<file path="src/rtl/punc_controller.sv">
// Control FSM for a small LC-3 style core: sequences fetch/decode/execute and
// drives datapath selects and write strobes from the state and the IR opcode.
module punc_controller #(
   parameter logic [2:0] INIT_NZP    = 3'b010,
   parameter logic [3:0] HALT_OPCODE = 4'b1111
) (
   input  logic        clk,
   input  logic        rst,
   input  logic [15:0] opcode,
   input  logic [2:0]  condCode,
   output logic        load_ir,
   output logic        inc_pc,
   output logic        mem_w_en,
   output logic        rf_w_en,
   output logic [2:0]  set_pc,
   output logic [2:0]  alu_select,
   output logic [2:0]  set_mem_r_addr,
   output logic [1:0]  set_mem_w_addr,
   output logic        set_mem_w_data,
   output logic [1:0]  set_rf_r_addr0,
   output logic [1:0]  set_rf_r_addr1,
   output logic [1:0]  set_rf_w_addr,
   output logic [1:0]  set_rf_w_data,
   output logic [2:0]  nzp,
   output logic        halted,
   output logic [2:0]  state_dbg
);

   typedef enum logic [2:0] {
      S_FETCH  = 3'd0,
      S_DECODE = 3'd1,
      S_EXEC   = 3'd2,
      S_EXEC2  = 3'd3,
      S_HALT   = 3'd4
   } state_t;

   localparam logic [3:0] OP_BR  = 4'b0000;
   localparam logic [3:0] OP_ADD = 4'b0001;
   localparam logic [3:0] OP_LD  = 4'b0010;
   localparam logic [3:0] OP_ST  = 4'b0011;
   localparam logic [3:0] OP_JSR = 4'b0100;
   localparam logic [3:0] OP_AND = 4'b0101;
   localparam logic [3:0] OP_LDR = 4'b0110;
   localparam logic [3:0] OP_STR = 4'b0111;
   localparam logic [3:0] OP_NOT = 4'b1001;
   localparam logic [3:0] OP_LDI = 4'b1010;
   localparam logic [3:0] OP_STI = 4'b1011;
   localparam logic [3:0] OP_JMP = 4'b1100;
   localparam logic [3:0] OP_LEA = 4'b1110;

   state_t     state, state_nxt;
   logic [3:0] op;
   logic       cc_op;
   logic       unused_ir_bits;

   assign op             = opcode[15:12];
   assign unused_ir_bits = ^{opcode[8:6], opcode[4:0]};

   // Only instructions that produce a register result update the condition codes.
   assign cc_op = (op == OP_ADD) || (op == OP_AND) || (op == OP_NOT) ||
                  (op == OP_LD)  || (op == OP_LDR) || (op == OP_LDI) ||
                  (op == OP_LEA);

   always_ff @(posedge clk) begin
      if (rst) begin
         state <= S_FETCH;
         nzp   <= INIT_NZP;
      end else begin
         state <= state_nxt;
         if (rf_w_en && cc_op)
            nzp <= condCode;
      end
   end

   always_comb begin
      state_nxt = state;
      case (state)
         S_FETCH:  state_nxt = S_DECODE;
         S_DECODE: state_nxt = (op == HALT_OPCODE) ? S_HALT : S_EXEC;
         S_EXEC:   state_nxt = (op == OP_LDI || op == OP_STI) ? S_EXEC2 : S_FETCH;
         S_EXEC2:  state_nxt = S_FETCH;
         S_HALT:   state_nxt = S_HALT;
         default:  state_nxt = S_FETCH;
      endcase
   end

   always_comb begin
      load_ir        = 1'b0;
      inc_pc         = 1'b0;
      mem_w_en       = 1'b0;
      rf_w_en        = 1'b0;
      set_pc         = 3'd0;
      alu_select     = 3'd0;
      set_mem_r_addr = 3'd0;
      set_mem_w_addr = 2'd0;
      set_mem_w_data = 1'b0;
      set_rf_r_addr0 = 2'd0;
      set_rf_r_addr1 = 2'd0;
      set_rf_w_addr  = 2'd0;
      set_rf_w_data  = 2'd0;
      case (state)
         S_FETCH:  load_ir = 1'b1;
         S_DECODE: inc_pc  = 1'b1;
         S_EXEC: begin
            case (op)
               OP_ADD: begin
                  rf_w_en    = 1'b1;
                  alu_select = opcode[5] ? 3'd1 : 3'd0;
               end
               OP_AND: begin
                  rf_w_en    = 1'b1;
                  alu_select = opcode[5] ? 3'd3 : 3'd2;
               end
               OP_NOT: begin
                  rf_w_en    = 1'b1;
                  alu_select = 3'd5;
               end
               OP_LEA: begin
                  rf_w_en    = 1'b1;
                  alu_select = 3'd4;
               end
               OP_LD: begin
                  rf_w_en        = 1'b1;
                  set_mem_r_addr = 3'd1;
                  set_rf_w_data  = 2'd2;
               end
               OP_LDR: begin
                  rf_w_en        = 1'b1;
                  set_mem_r_addr = 3'd3;
                  set_rf_w_data  = 2'd2;
               end
               OP_ST: begin
                  mem_w_en       = 1'b1;
                  set_rf_r_addr0 = 2'd1;
               end
               OP_STR: begin
                  mem_w_en       = 1'b1;
                  set_mem_w_addr = 2'd2;
                  set_rf_r_addr0 = 2'd1;
                  set_rf_r_addr1 = 2'd1;
               end
               // First half of the indirect ops: fetch the pointer word.
               OP_LDI, OP_STI: set_mem_r_addr = 3'd1;
               OP_JSR: begin
                  rf_w_en       = 1'b1;
                  set_rf_w_addr = 2'd1;
                  set_rf_w_data = 2'd1;
                  set_pc        = opcode[11] ? 3'd2 : 3'd3;
               end
               OP_JMP: set_pc = 3'd3;
               OP_BR:  set_pc = ((opcode[11:9] & nzp) != 3'b000) ? 3'd1 : 3'd0;
               default: ;
            endcase
         end
         S_EXEC2: begin
            if (op == OP_LDI) begin
               rf_w_en        = 1'b1;
               set_mem_r_addr = 3'd2;
               set_rf_w_data  = 2'd2;
            end else if (op == OP_STI) begin
               mem_w_en       = 1'b1;
               set_mem_r_addr = 3'd1;
               set_mem_w_addr = 2'd1;
               set_rf_r_addr0 = 2'd1;
            end
         end
         default: ;
      endcase
      // Reset kills any in-flight write or PC redirect regardless of state.
      if (rst) begin
         load_ir  = 1'b0;
         inc_pc   = 1'b0;
         mem_w_en = 1'b0;
         rf_w_en  = 1'b0;
         set_pc   = 3'd0;
      end
   end

   assign halted    = (state == S_HALT);
   assign state_dbg = state;

endmodule

</file>
<file path="config.mk">
export PLATFORM = sky130hd
export DESIGN_NAME = punc_controller
export DESIGN_NICKNAME = d
export VERILOG_FILES = /design/src/rtl/punc_controller.sv
export SDC_FILE = /design/constraint.sdc
export NUM_CORES = 1
export LEC_CHECK = 0
export CORE_MARGIN = 8
export CORE_UTILIZATION = 25
export DETAILED_ROUTE_END_ITERATION = 12
export MAX_ROUTING_LAYER = met4
export PLACE_DENSITY = 0.64
export SYNTH_ARGS = -nofsm -noshare
export SYNTH_HDL_FRONTEND = slang
export SYNTH_SLANG_ARGS = --single-unit
export TNS_END_PERCENT = 5
</file>
<file path="constraint.sdc">
create_clock -name clk -period 4.2 [get_ports clk]
set_input_delay 0.84 -clock clk [delete_from_list [all_inputs] [get_ports clk]]
set_output_delay 0.84 -clock clk [all_outputs]
set_load 0.02 [all_outputs]
</file>
### After elaboration in Yosys (flattened, before gate mapping)

Cells that the tools add are included.

| storage, ports and cells | value |
|---|---|
| memory bits (writable) | 0 |
| memories | 0 |
| bits in registers | 6 |
| logic and storage cells | 77 |
| memory bits (read-only) | 0 |
| bits in latches | 0 |

| cells by class | value |
|---|---|
| div/mod/pow operators | 0 |
| reduce and logical (&&, ||, !) cells | 15 |
| order comparisons | 0 |
| equal/unequal tests | 17 |
| multipliers | 0 |
| bitwise logic cells | 1 |
| shift operators | 0 |
| add/sub/neg operators | 0 |
| mux-type cells | 42 |

Operators with widths:

| kind | count |
|---|---|
| $eq 4x4->1 const B | 6 |
| $pmux 3 s4 | 2 |
| $mux 1 | 23 |
| $pmux 2 s2 | 5 |
| $eq 4x3->1 const B | 4 |
| $mux 2 | 5 |
| $mux 3 | 3 |
| $eq 4x2->1 const B | 2 |
| $logic_or 1x1->1 | 7 |
| $reduce_or 7->1 | 1 |
| $eq 3x2->1 const B | 2 |
| $pmux 1 s2 | 3 |
| $pmux 2 s3 | 1 |
| $eq 4x1->1 const B | 1 |
| $logic_not 4->1 | 1 |
| $reduce_or 2->1 | 2 |
| $and 3x3->3 | 1 |
| $eq 3x1->1 const B | 1 |
| $eq 3x3->1 const B | 1 |
| $logic_not 3->1 | 1 |
| $reduce_bool 3->1 | 1 |
| $reduce_or 3->1 | 1 |
| $logic_and 1x1->1 | 1 |

### Depth between registers and ports, before layout

Gate-level depths: netlist of run 1.

| logic depth | value |
|---|---|
| depth in word-level cells | 8 |
| depth in mapped cells | 5 |
| depth with buffers taken out | 4 |

### Least setup slack after synthesis of run 1

Ideal clock, no wire load.

| timing path | value |
|---|---|
| kind | input to output |
| start point | input port opcode[15] |
| end point | output port mem_w_en |
| required time | 3360 ps |
| slack | 1296 ps |
| data arrival time | 2064 ps |
| stages on the path | 5 |
| path through | clkbuf_1 nand2_1 nor2_1 nor2_1 nor4_1 |

| between the ends | value |
|---|---|
| word-level cells in the longest chain between the ends | 5 |
| elaborated cells on any way between the ends | 10 |

Ends and longest elaborated chain:

| what | RTL line | source |
|---|---|---|
| start: declaration | 9 | `input logic [15:0] opcode,` |
| $eq 4x4->1, or another cell as far along | 160 | `end else if (op == OP_STI) begin` |
| $mux 1 or $reduce_or 2->1 (tied branches) | n/a |  |
| $mux 1 (on tied branches) | 156, 105 |  |
| $pmux 1 s2 * | 101 | `case (state)` |
| $mux 1 * | 170 | `if (rst) begin` |
| end: declaration | 13 | `output logic mem_w_en,` |

Mark *: on every way between the ends. The rest lies on a longest branch, timed or not.

### Worst setup path after layout of run 1

| timing path | value |
|---|---|
| start point | input port opcode[12] |
| end point | output port rf_w_en |

| between the ends | value |
|---|---|
| word-level cells in the longest chain between the ends | 5 |
| elaborated cells on any way between the ends | 13 |

Ends and longest elaborated chain:

| what | RTL line | source |
|---|---|---|
| $eq 4x1->1, or another cell as far along | 105 | `case (op)` |
| $reduce_or 7->1 (no line) | n/a |  |
| $mux 1 | 105 |  |
| $pmux 1 s2 * | 101 |  |
| $mux 1 * | 170 |  |
| end: declaration | 14 | `output logic rf_w_en,` |

Marks and branches as above.

==> results summary, run 1 <==
From synthesis to final layout, the design area changed by 57.1%. The detailed placer's ending HPWL came out at 1.78 mm. The number of antenna violations at the first check in global routing came to 0. The number of cells traversed by the worst register-to-register path came out at 4. The setup TNS after final layout is 0 ns. The number of design rule violations left after detail routing is 0. The synthesized design contains 0 enable-type register cells. The worst register-to-register path ends at nzp[2]. The synthesized design spends more area on one cell type than any other, namely sky130_fd_sc_hd__dfxtp_1. The post-synthesis cell type count is 31. STA puts the critical path data required time at 3.36 ns. In the finished design, the share of the clock period the worst path needs comes to 90.2%.

The startpoint identified for the worst register-to-register timing path is state_dbg[0]. 52 I/O pins were placed. The number of DRC markers in iteration 0 is 13. The kind of end point of the critical path is a primary output. Synthesis produced 99 cells. For this run, the total global-route usage over all layers was measured as 10.5%.

The final setup violation count came out at 0. The final-report hold violation count is 0. The count of buffers added by post-CTS timing repair for setup is 0. At the end of the flow, the number of nets in the layout was 153. The number of sinks driven by the clock tree came out at 6. Global routing consumed, on the met1 layer, 11.1% of the routing resources. The initial standard-cell utilization of the core came out at 26.4%. The max-capacitance violation count came out at 0.

The clock latency on the worst-skew pair came out at 0.24 ns. The count of nets left with antenna violations once routing finished came out at 0. The CTS H-tree depth came out at 1. Of the cells placed in the final design, the portion with a size suffix greater than 1 is 4.62%. The area of the mapped netlist came out at 653 µm². CTS placed an instance of sky130_fd_sc_hd__clkbuf_4 at the clock tree root. The floorplan step set the die width to 67.1 µm. The global-route met3 utilization is 3.52%.

The ratio of routed vias to standard cells is 5.06. For this run, asynchronously set or reset flops after synthesis account for 0%. The pre-antenna-repair detailed-routing pass consisted of 4 iterations. The share of the synthesized area in the top cell type is 18.4%. In the global route stage, met2 resource usage came out at 18.3%.

The maximum clock rate is 264 MHz. The number of buffers created by CTS is 3. In the synthesized netlist the dominant register cell turns out to be sky130_fd_sc_hd__dfxtp_1. The max-slew violation count is 0.

The setup slack on the worst flop-to-flop path came out at 2.64 ns. The sum of routed wire length over all layers came out at 2.23 mm. The TritonCTS clock tree is done. Entering global routing, the biggest net connects 15 pins. Of all nets on the critical path, the largest fanout is 13. The worst hold-check slack came out at 0.493 ns.

The worst min-delay path class is reg2reg. The total congestion overflow is 0. The number of rows in the core area is 18. The final period demand of the worst path is 3.79 ns. The count of buffers from port buffering came out at 37. The flop and latch count out of synthesis came out at 6. The global routing stage identified its most utilized layer as met2. The post-route non-filler standard cell count came out at 160. The number of global-route vias before repair came out at 817.

The critical path starts at opcode[12]. The floorplan core area came out at 2480 µm². The die is 67.1 µm tall. The power density over the cells is 201 nW/µm².

Ranked by instance count, the synthesized netlist is headed by sky130_fd_sc_hd__nor2_1 (13), sky130_fd_sc_hd__nor3_1 (11), sky130_fd_sc_hd__nand2b_1 (8). The clock transition at the registers of the reported paths came out at 0.05 ns. The launching element type of the critical path is a primary input.

The synthesized area per cell came out at 6.60 µm². The most repeated cell in the gate-level netlist after synthesis is sky130_fd_sc_hd__nor2_1. The area taken by multi-input logic gates is 457 µm². After synthesis, the cell types taking the most area are sky130_fd_sc_hd__dfxtp_1 (18%), sky130_fd_sc_hd__nor3_1 (8.4%), sky130_fd_sc_hd__nand2b_1 (7.7%), sky130_fd_sc_hd__nor2_1 (7.5%), sky130_fd_sc_hd__buf_4 (6.9%).

The utilization after layout came out at 41.4%. The post-placement cell count came out at 157. The critical path arrival came out at 2.95 ns.

The Yosys step of the flow raised 0 warnings. The average wire per cell in the routed design is 13.9 µm. Summing all flip-flop and latch instances after layout gives 120 µm².

By startpoint and endpoint, the worst setup path is classified as in2out. The number of hold-repair buffers added at the cts stage is 0. The flow ran to the end, and the final reports show no timing, DRC or antenna violations. The worst setup skew after layout is 0.000444 ns. The endpoint of the worst setup timing path is rf_w_en. The static power due to leakage is 0.344 nW. Gates resized during post-CTS repair numbered 0.

The first global-routing pass estimated 3.69 mm of wire. The final RePlAce weighted congestion is 0.822. Setup repair after global routing left no endpoint under its margin. The via count of the routed design is 810. The number of diodes added for antenna fixing came out at 0.

The count of filler cells inserted in the layout is 280. The fraction of the yosys area taken by sequential cells came out at 18.4%. The total die area came out at 4500 µm². IR analysis of the VDD net gives a maximum drop of 120 µV. Counting along the longest clock path gives a buffer depth of 2.
report_power, final:
part,internal [W],leakage [nW],switching (W)
clock,0.0000324,0.0138,0.0000216
sequential,0.0000605,0.0490,0.00000773
combinational,0.0000369,0.281,0.0000473
total,0.000130,0.344,0.0000767
final cells by class:
type                       instances  share of cell area, %
clock buffer                       3                   2.20
timing repair buffer              38                   36.8
tap                               30                   3.66
multi-input combinational         80                   44.5
inverter                           3                   1.10
sequential                         6                   11.7
registers in the layout (all words and copies together), names as in the netlist:
name,cells
state_dbg,3
nzp,3
layer usage:
layer / vias up / wire (µm)
met5: - / 0
met4: 0 / 0
met3: 0 / 231
met2: 43 / 1070
met1: 364 / 929
li1: 403 / -
how the worst min path moves through the flow:
stage | from | endpoint | slack, ns | cells past startpoint
6_report | nzp[0] | nzp[0] | 0.49 | 2
2_1_floorplan | nzp[2] | nzp[2] | 0.56 | 2
3_3_place_gp | nzp[0] | nzp[0] | 0.48 | 2
4_1_cts | nzp[0] | nzp[0] | 0.49 | 2
3_5_place_dp | nzp[0] | nzp[0] | 0.49 | 2
5_1_grt | nzp[0] | nzp[0] | 0.52 | 2
cell usage in the layout, fill, tap and decap left out, types with 2 or more instances in the layout:
master	count
sky130_fd_sc_hd__nand4b_1	3
sky130_fd_sc_hd__o21ai_0	2
sky130_fd_sc_hd__a21oi_1	7
sky130_fd_sc_hd__clkdlybuf4s50_1	37
sky130_fd_sc_hd__nand2_1	4
sky130_fd_sc_hd__dfxtp_1	6
sky130_fd_sc_hd__inv_1	3
sky130_fd_sc_hd__conb_1	6
sky130_fd_sc_hd__nand2b_1	8
sky130_fd_sc_hd__clkbuf_4	3
sky130_fd_sc_hd__nor2_1	13
sky130_fd_sc_hd__nor3_1	11
sky130_fd_sc_hd__mux2i_1	4
sky130_fd_sc_hd__nor4_1	6
worst max-delay path: stages:
cell and delay (ns):
sky130_fd_sc_hd__clkdlybuf4s50_1 0.77, sky130_fd_sc_hd__nand2b_1 0.21, sky130_fd_sc_hd__o22ai_1 0.20, sky130_fd_sc_hd__o21ai_1 0.08, sky130_fd_sc_hd__a211oi_1 0.20, sky130_fd_sc_hd__clkdlybuf4s50_1 0.64
kinds of logic after synthesis:
kind of cell              count (synthesis)  share of synthesized area (%)
and+or+nand+nor                          51                           41.8
muxes                                     4                           6.13
buffers and inverters                    18                           14.6
DFF                                       6                           18.4
other                                     1                          0.574
xor gates and xnor gates                  1                           1.34
AOI/OAI and AO/OA                        18                           17.2
through the flow:
stage	total power (W)	setup WS [ns]	instance area, µm²
after floorplan	0.000124	1.30	672
after global placement	0.000152	0.439	1000
after detailed placement	0.000153	0.425	1000
after CTS	0.000208	0.418	1030
after global routing	0.000222	0.257	1030
final	0.000206	0.412	1030
(Power assumes the default switching activity.)
==> inputs of run 2 (changes only) <==
--- a/config.mk
+++ b/config.mk
@@ -5,6 +5,7 @@
 export SDC_FILE = /design/constraint.sdc
 export NUM_CORES = 1
 export LEC_CHECK = 0
+export CAP_MARGIN = 15
 export CORE_MARGIN = 8
 export CORE_UTILIZATION = 25
 export DETAILED_ROUTE_END_ITERATION = 12
==> results of run 2 <==
No change in the layout: final DEF, timing and power equal those of run 1.
